**src/rtl/sram_arbiter.sv**
```systemverilog
// sram_arbiter: shares one asynchronous 512Kx8 SRAM between the I2S playback
// read port and the SPI host read/write port. Fixed-length strobe sequences,
// round-robin arbitration, all pad signals registered.
module sram_arbiter #(
  parameter int ADDR_W = 19,
  parameter int DATA_W = 8,
  parameter int RD_CYC = 3,
  parameter int WR_CYC = 3
) (
  input  logic              clk,
  input  logic              rst,
  input  logic              p_req,
  input  logic [ADDR_W-1:0] p_addr,
  output logic              p_ack,
  output logic [DATA_W-1:0] p_rdata,
  input  logic              h_req,
  input  logic              h_we,
  input  logic [ADDR_W-1:0] h_addr,
  input  logic [DATA_W-1:0] h_wdata,
  output logic              h_ack,
  output logic [DATA_W-1:0] h_rdata,
  output logic              ram_ce_o,
  output logic              ram_oe_o,
  output logic              ram_we_o,
  output logic [ADDR_W-1:0] ram_a_o,
  output logic [DATA_W-1:0] ram_dq_o,
  output logic              ram_dq_oe,
  input  logic [DATA_W-1:0] ram_dq_i,
  output logic              busy
);

  localparam int MAX_CYC = (RD_CYC > WR_CYC) ? RD_CYC : WR_CYC;
  localparam int CNT_W   = $clog2(MAX_CYC + 1);
  localparam logic [CNT_W-1:0] RD_LOAD = CNT_W'(RD_CYC - 1);
  localparam logic [CNT_W-1:0] WR_LOAD = CNT_W'(WR_CYC - 1);

  typedef enum logic [2:0] {
    S_IDLE,
    S_RD,
    S_WR_SETUP,
    S_WR_PULSE,
    S_DONE
  } state_t;

  state_t            state_q, state_d;
  logic [CNT_W-1:0]  cnt_q, cnt_d;
  logic              last_grant_host_q, last_grant_host_d;
  logic              gnt_host_q, gnt_host_d;
  logic              is_wr_q, is_wr_d;
  logic [ADDR_W-1:0] ram_a_q, ram_a_d;
  logic [DATA_W-1:0] ram_dq_q, ram_dq_d;
  logic              ram_ce_q, ram_ce_d;
  logic              ram_oe_q, ram_oe_d;
  logic              ram_we_q, ram_we_d;
  logic              ram_dq_oe_q, ram_dq_oe_d;
  logic [DATA_W-1:0] p_rdata_q, p_rdata_d;
  logic [DATA_W-1:0] h_rdata_q, h_rdata_d;
  logic              grant_p;

  // Playback wins when it is alone or when the host was served last.
  assign grant_p = p_req && (!h_req || last_grant_host_q);

  // Next-state, request latching and registered strobe values derived from
  // the state being entered so the pads change on the same edge as the state.
  always_comb begin
    state_d           = state_q;
    cnt_d             = cnt_q;
    last_grant_host_d = last_grant_host_q;
    gnt_host_d        = gnt_host_q;
    is_wr_d           = is_wr_q;
    ram_a_d           = ram_a_q;
    ram_dq_d          = ram_dq_q;
    p_rdata_d         = p_rdata_q;
    h_rdata_d         = h_rdata_q;

    case (state_q)
      S_IDLE: begin
        if (grant_p) begin
          state_d           = S_RD;
          cnt_d             = RD_LOAD;
          gnt_host_d        = 1'b0;
          last_grant_host_d = 1'b0;
          is_wr_d           = 1'b0;
          ram_a_d           = p_addr;
        end else if (h_req) begin
          gnt_host_d        = 1'b1;
          last_grant_host_d = 1'b1;
          is_wr_d           = h_we;
          ram_a_d           = h_addr;
          if (h_we) begin
            state_d  = S_WR_SETUP;
            ram_dq_d = h_wdata;
          end else begin
            state_d = S_RD;
            cnt_d   = RD_LOAD;
          end
        end
      end
      S_RD: begin
        if (cnt_q == '0) begin
          state_d = S_DONE;
          if (gnt_host_q) begin
            h_rdata_d = ram_dq_i;
          end else begin
            p_rdata_d = ram_dq_i;
          end
        end else begin
          cnt_d = cnt_q - CNT_W'(1);
        end
      end
      S_WR_SETUP: begin
        state_d = S_WR_PULSE;
        cnt_d   = WR_LOAD;
      end
      S_WR_PULSE: begin
        if (cnt_q == '0) begin
          state_d = S_DONE;
        end else begin
          cnt_d = cnt_q - CNT_W'(1);
        end
      end
      S_DONE: begin
        state_d = S_IDLE;
      end
      default: begin
        state_d = S_IDLE;
      end
    endcase

    ram_ce_d    = !((state_d == S_RD) || (state_d == S_WR_SETUP) ||
                    (state_d == S_WR_PULSE));
    ram_oe_d    = (state_d != S_RD);
    ram_we_d    = (state_d != S_WR_PULSE);
    ram_dq_oe_d = (state_d == S_WR_SETUP) || (state_d == S_WR_PULSE) ||
                  ((state_d == S_DONE) && is_wr_d);
  end

  // State and pad registers; reset aborts any access and releases strobes.
  always_ff @(posedge clk) begin
    if (rst) begin
      state_q           <= S_IDLE;
      cnt_q             <= '0;
      last_grant_host_q <= 1'b1;
      gnt_host_q        <= 1'b0;
      is_wr_q           <= 1'b0;
      ram_a_q           <= '0;
      ram_dq_q          <= '0;
      ram_ce_q          <= 1'b1;
      ram_oe_q          <= 1'b1;
      ram_we_q          <= 1'b1;
      ram_dq_oe_q       <= 1'b0;
      p_rdata_q         <= '0;
      h_rdata_q         <= '0;
    end else begin
      state_q           <= state_d;
      cnt_q             <= cnt_d;
      last_grant_host_q <= last_grant_host_d;
      gnt_host_q        <= gnt_host_d;
      is_wr_q           <= is_wr_d;
      ram_a_q           <= ram_a_d;
      ram_dq_q          <= ram_dq_d;
      ram_ce_q          <= ram_ce_d;
      ram_oe_q          <= ram_oe_d;
      ram_we_q          <= ram_we_d;
      ram_dq_oe_q       <= ram_dq_oe_d;
      p_rdata_q         <= p_rdata_d;
      h_rdata_q         <= h_rdata_d;
    end
  end

  assign p_ack     = (state_q == S_DONE) && !gnt_host_q;
  assign h_ack     = (state_q == S_DONE) && gnt_host_q;
  assign p_rdata   = p_rdata_q;
  assign h_rdata   = h_rdata_q;
  assign ram_ce_o  = ram_ce_q;
  assign ram_oe_o  = ram_oe_q;
  assign ram_we_o  = ram_we_q;
  assign ram_a_o   = ram_a_q;
  assign ram_dq_o  = ram_dq_q;
  assign ram_dq_oe = ram_dq_oe_q;
  assign busy      = (state_q != S_IDLE);

endmodule
```
**config.mk**
```make
export PLATFORM = sky130hd
export DESIGN_NAME = sram_arbiter
export DESIGN_NICKNAME = d
export VERILOG_FILES = /design/src/rtl/sram_arbiter.sv
export SDC_FILE = /design/constraint.sdc
export NUM_CORES = 1
export LEC_CHECK = 0
export ABC_AREA = 1
export BUFFER_PORTS_ARGS = -buffer_cell sky130_fd_sc_hd__buf_2
export CORE_MARGIN = 2
export CORE_UTILIZATION = 25
export DETAILED_ROUTE_END_ITERATION = 10
export SYNTH_ARGS = -nofsm -noshare
export SYNTH_HDL_FRONTEND = slang
export SYNTH_SLANG_ARGS = --single-unit
```
**constraint.sdc**
```tcl
create_clock -name clk -period 1.6 [get_ports clk]
set_clock_uncertainty 0.1 [all_clocks]
set_input_delay 0.16 -clock clk [delete_from_list [all_inputs] [get_ports clk]]
set_output_delay 0.16 -clock clk [all_outputs]
set_load 0.1 [all_outputs]
```
==> flow_summary.yaml <==
place:
  io_buffer_count: 108
  place_ws_ns: 0.155
  dpl.hpwl_um: 4950
  place_congestion: 0.804
  post_dp_cell_area_um2: 3230
global_route:
  grt_max_degree: 39
  grt_pass1_wl_um: 10900
  track_usage_pct: 12.0
  grt_pass1_vias: 2389
  antenna_found_initial: 0
  grt_overflow_total: 0
floorplanning:
  core-area_um2: 9770
  rows: 36
  die_h_um: 104
  ioPinCount: 109
  die_w_um: 104
  start_util_pct: 25.8
  fp.dieArea_um2: 10900
sta:
  period_minus_slack_ns: 1.52
  timing.final.ws_setup_ns: 0.0759
  period_share_pct: 95.3
  holdWs_ns: 0.0164
  slew_headroom_pct: 66.7
  final_hold_viol_count: 0
  worst_pin_slew_ns: 0.502
  rsz0062_at_grt: "false"
  max_freq_mhz: 656
  setup_viol: 0
  slew_violations: 0
run:
  maxCapViolCount: 0
synthesis:
  synth-async-reset-ratio_pct: 0
  synth_area_per_cell_um2: 6.59
  synth_area_um2: 2520
  synth_area_leader_cell: "dfxtp_1"
  yosys_warnings: 0
  synth-seq-cells: 55
  synth.distinct_cells: 21
  yosysMostFrequentCell: "nand2_1"
  ys_seq_area_share_pct: 43.7
  synth_edf_count: 0
  synth_top_cell_area_share_pct: 43.7
  synth_top_flop_cell: "dfxtp_1"
  syn_nets: 443
  yosys-top-cells-count: "nand2_1, nor2_1, dfxtp_1"
  syn_inst: 383
  synthTopCellsByArea: "dfxtp_1, nand2_1, nor2_1"
critical_path:
  crit_slowest_cell: "dfxtp_1"
  worstPathCellList: "nand3_4, nor2_4, buf_12"
  crit_path_end_kind: "output port"
  worst_ep_arrival_time_ns: 1.26
  required_ns: 1.34
  cp_top_family: "flip-flops"
  ff2ff_setup_slack_ns: 0.17
  crit_type: "register to output port"
  critPathBufInv: 1
  slowest_delay_ns: 0.47
  cp_max_fo: 4
  start_kind: "register"
drt:
  drcViolationCount: 0
  viasPerCell: 4.08
  routed-wl-met2_um: 3240
  wl_met3_um: 328
  wl_um: 6720
  route.vias.total: 2553
  wl_met1_um: 3060
  firstDrtPassIters: 4
  final_antenna_net_count: 0
  drt-initial-drc-count: 86
  top_layer: "met4"
  detail_route.wl_per_cell_um: 10.7
clocking:
  clock_sinks: 55
  root_buffer: "clkbuf_8"
  cts_tree: "done"
  clk_pin_slew_ns: 0.12
  htree_levels: 2
  cts_buffer_depth: 2
  cts_buffers: 5
  cts_setup_buffers: 0
  clk_latency_ns: 0.32
layout:
  final_area_um2: 3380
  finalNetCount: 551
  area_growth_pct: 34.2
  diodes: 0
  nFillCells: 1064
  drive_gt1_share_pct: 29.1
  final_core_util_pct: 34.6
hold_path:
  worstHoldPathType: "primary input to register"
status:
  status: "finished clean"
pwr:
  p_per_area_nw_per_um2: 1410
  power_leakage_nw: 1.81
  finalPower_mw: 4.79
  vdd_drop_max_mv: 0.568
-- cells in the final DEF (no fill, tap or decap) --
cell             n
buf_12           3
nand3_2          3
nand3_1         25
inv_8            2
a21oi_1         10
nand2_2          3
nand4_1          9
nand2_4          2
inv_2            4
o21ai_1          1
dlygate4sd3_1    3
buf_2          105
nor2_1          75
buf_4            9
dfxtp_1         55
inv_1           43
clkbuf_8         5
nand2_1        117
o21ai_0         10
a21oi_2          1
nand3_4          1
nor2_2           1
ha_1             1
nor2_4           3
clkinv_4         1
-- final timing paths --
| check | cells past startpoint | start | end |
|---|---|---|---|
| max | 3 | state_q[2]$_SDFF_PP0_ | p_ack |
| min | 3 | ram_dq_i[1] | h_rdata[1]$_SDFFE_PP0P_ |
| max reg2reg | 6 | state_q[2]$_SDFF_PP0_ | ram_dq_o[1]$_SDFFE_PP0P_ |
| min reg2reg | 2 | h_rdata[2]$_SDFFE_PP0P_ | h_rdata[2]$_SDFFE_PP0P_ |
-- power by group --
part	total [mW]	switching [mW]	internal, mW
clock network	0.856	0.522	0.334
registers	1.65	0.0950	1.56
logic	2.28	1.82	0.454
total	4.79	2.44	2.35
-- worst min-delay path: stages --
cell and delay [ns]:
buf_2 0.11, nand4_1 0.08, a21oi_1 0.06
-- timing repair --
item,in CTS,in global routing
hold buffers,3,0
setup endpoints to repair,3,4
gates cloned,0,0
endpoints found under the hold margin,4,0
pin swaps,1,2
resized for setup,2,5
-- flip-flops by register name, indices dropped and copies added, names as in the netlist --
name / count
cnt_q: 2
gnt_host_q: 1
h_rdata: 8
is_wr_q: 1
last_grant_host_q: 1
p_rdata: 8
ram_a_o: 19
ram_ce_o: 1
ram_dq_o: 8
ram_dq_oe: 1
ram_oe_o: 1
ram_we_o: 1
state_q: 3
-- final cells by class --
class / count / area (um2) / area share, %
Sequential cell: 55 / 1100 / 32.5
Inverter: 47 / 176 / 5.21
Clock buffer: 5 / 68.8 / 2.03
Tap cell: 133 / 166 / 4.92
Clock inverter: 3 / 31.3 / 0.924
Multi-Input combinational cell: 262 / 1160 / 34.2
Timing Repair Buffer: 120 / 683 / 20.2
-- layer usage --
layer,track usage (%),up-vias
li1,-,1376
met1,14.4,1113
met5,0,-
met4,4.15,0
met2,21.0,59
met3,2.94,5
-- per-stage QoR --
stage               setup TNS, ns  instances
global route                    0        625
CTS                             0        625
detailed placement              0        614
global placement                0        614
floorplan                  -0.346        383
finish                          0        625
-- cells by family after synthesis --
logic type / Yosys count / synth area share [%]
buffers and inverters: 66 / 11.7
AO/OA/AOI/OAI: 22 / 4.51
AND/OR/NAND/NOR: 239 / 39.7
flip-flops: 55 / 43.7
adder cells (fa/ha/maj): 1 / 0.496
(Power assumes the default switching activity.)
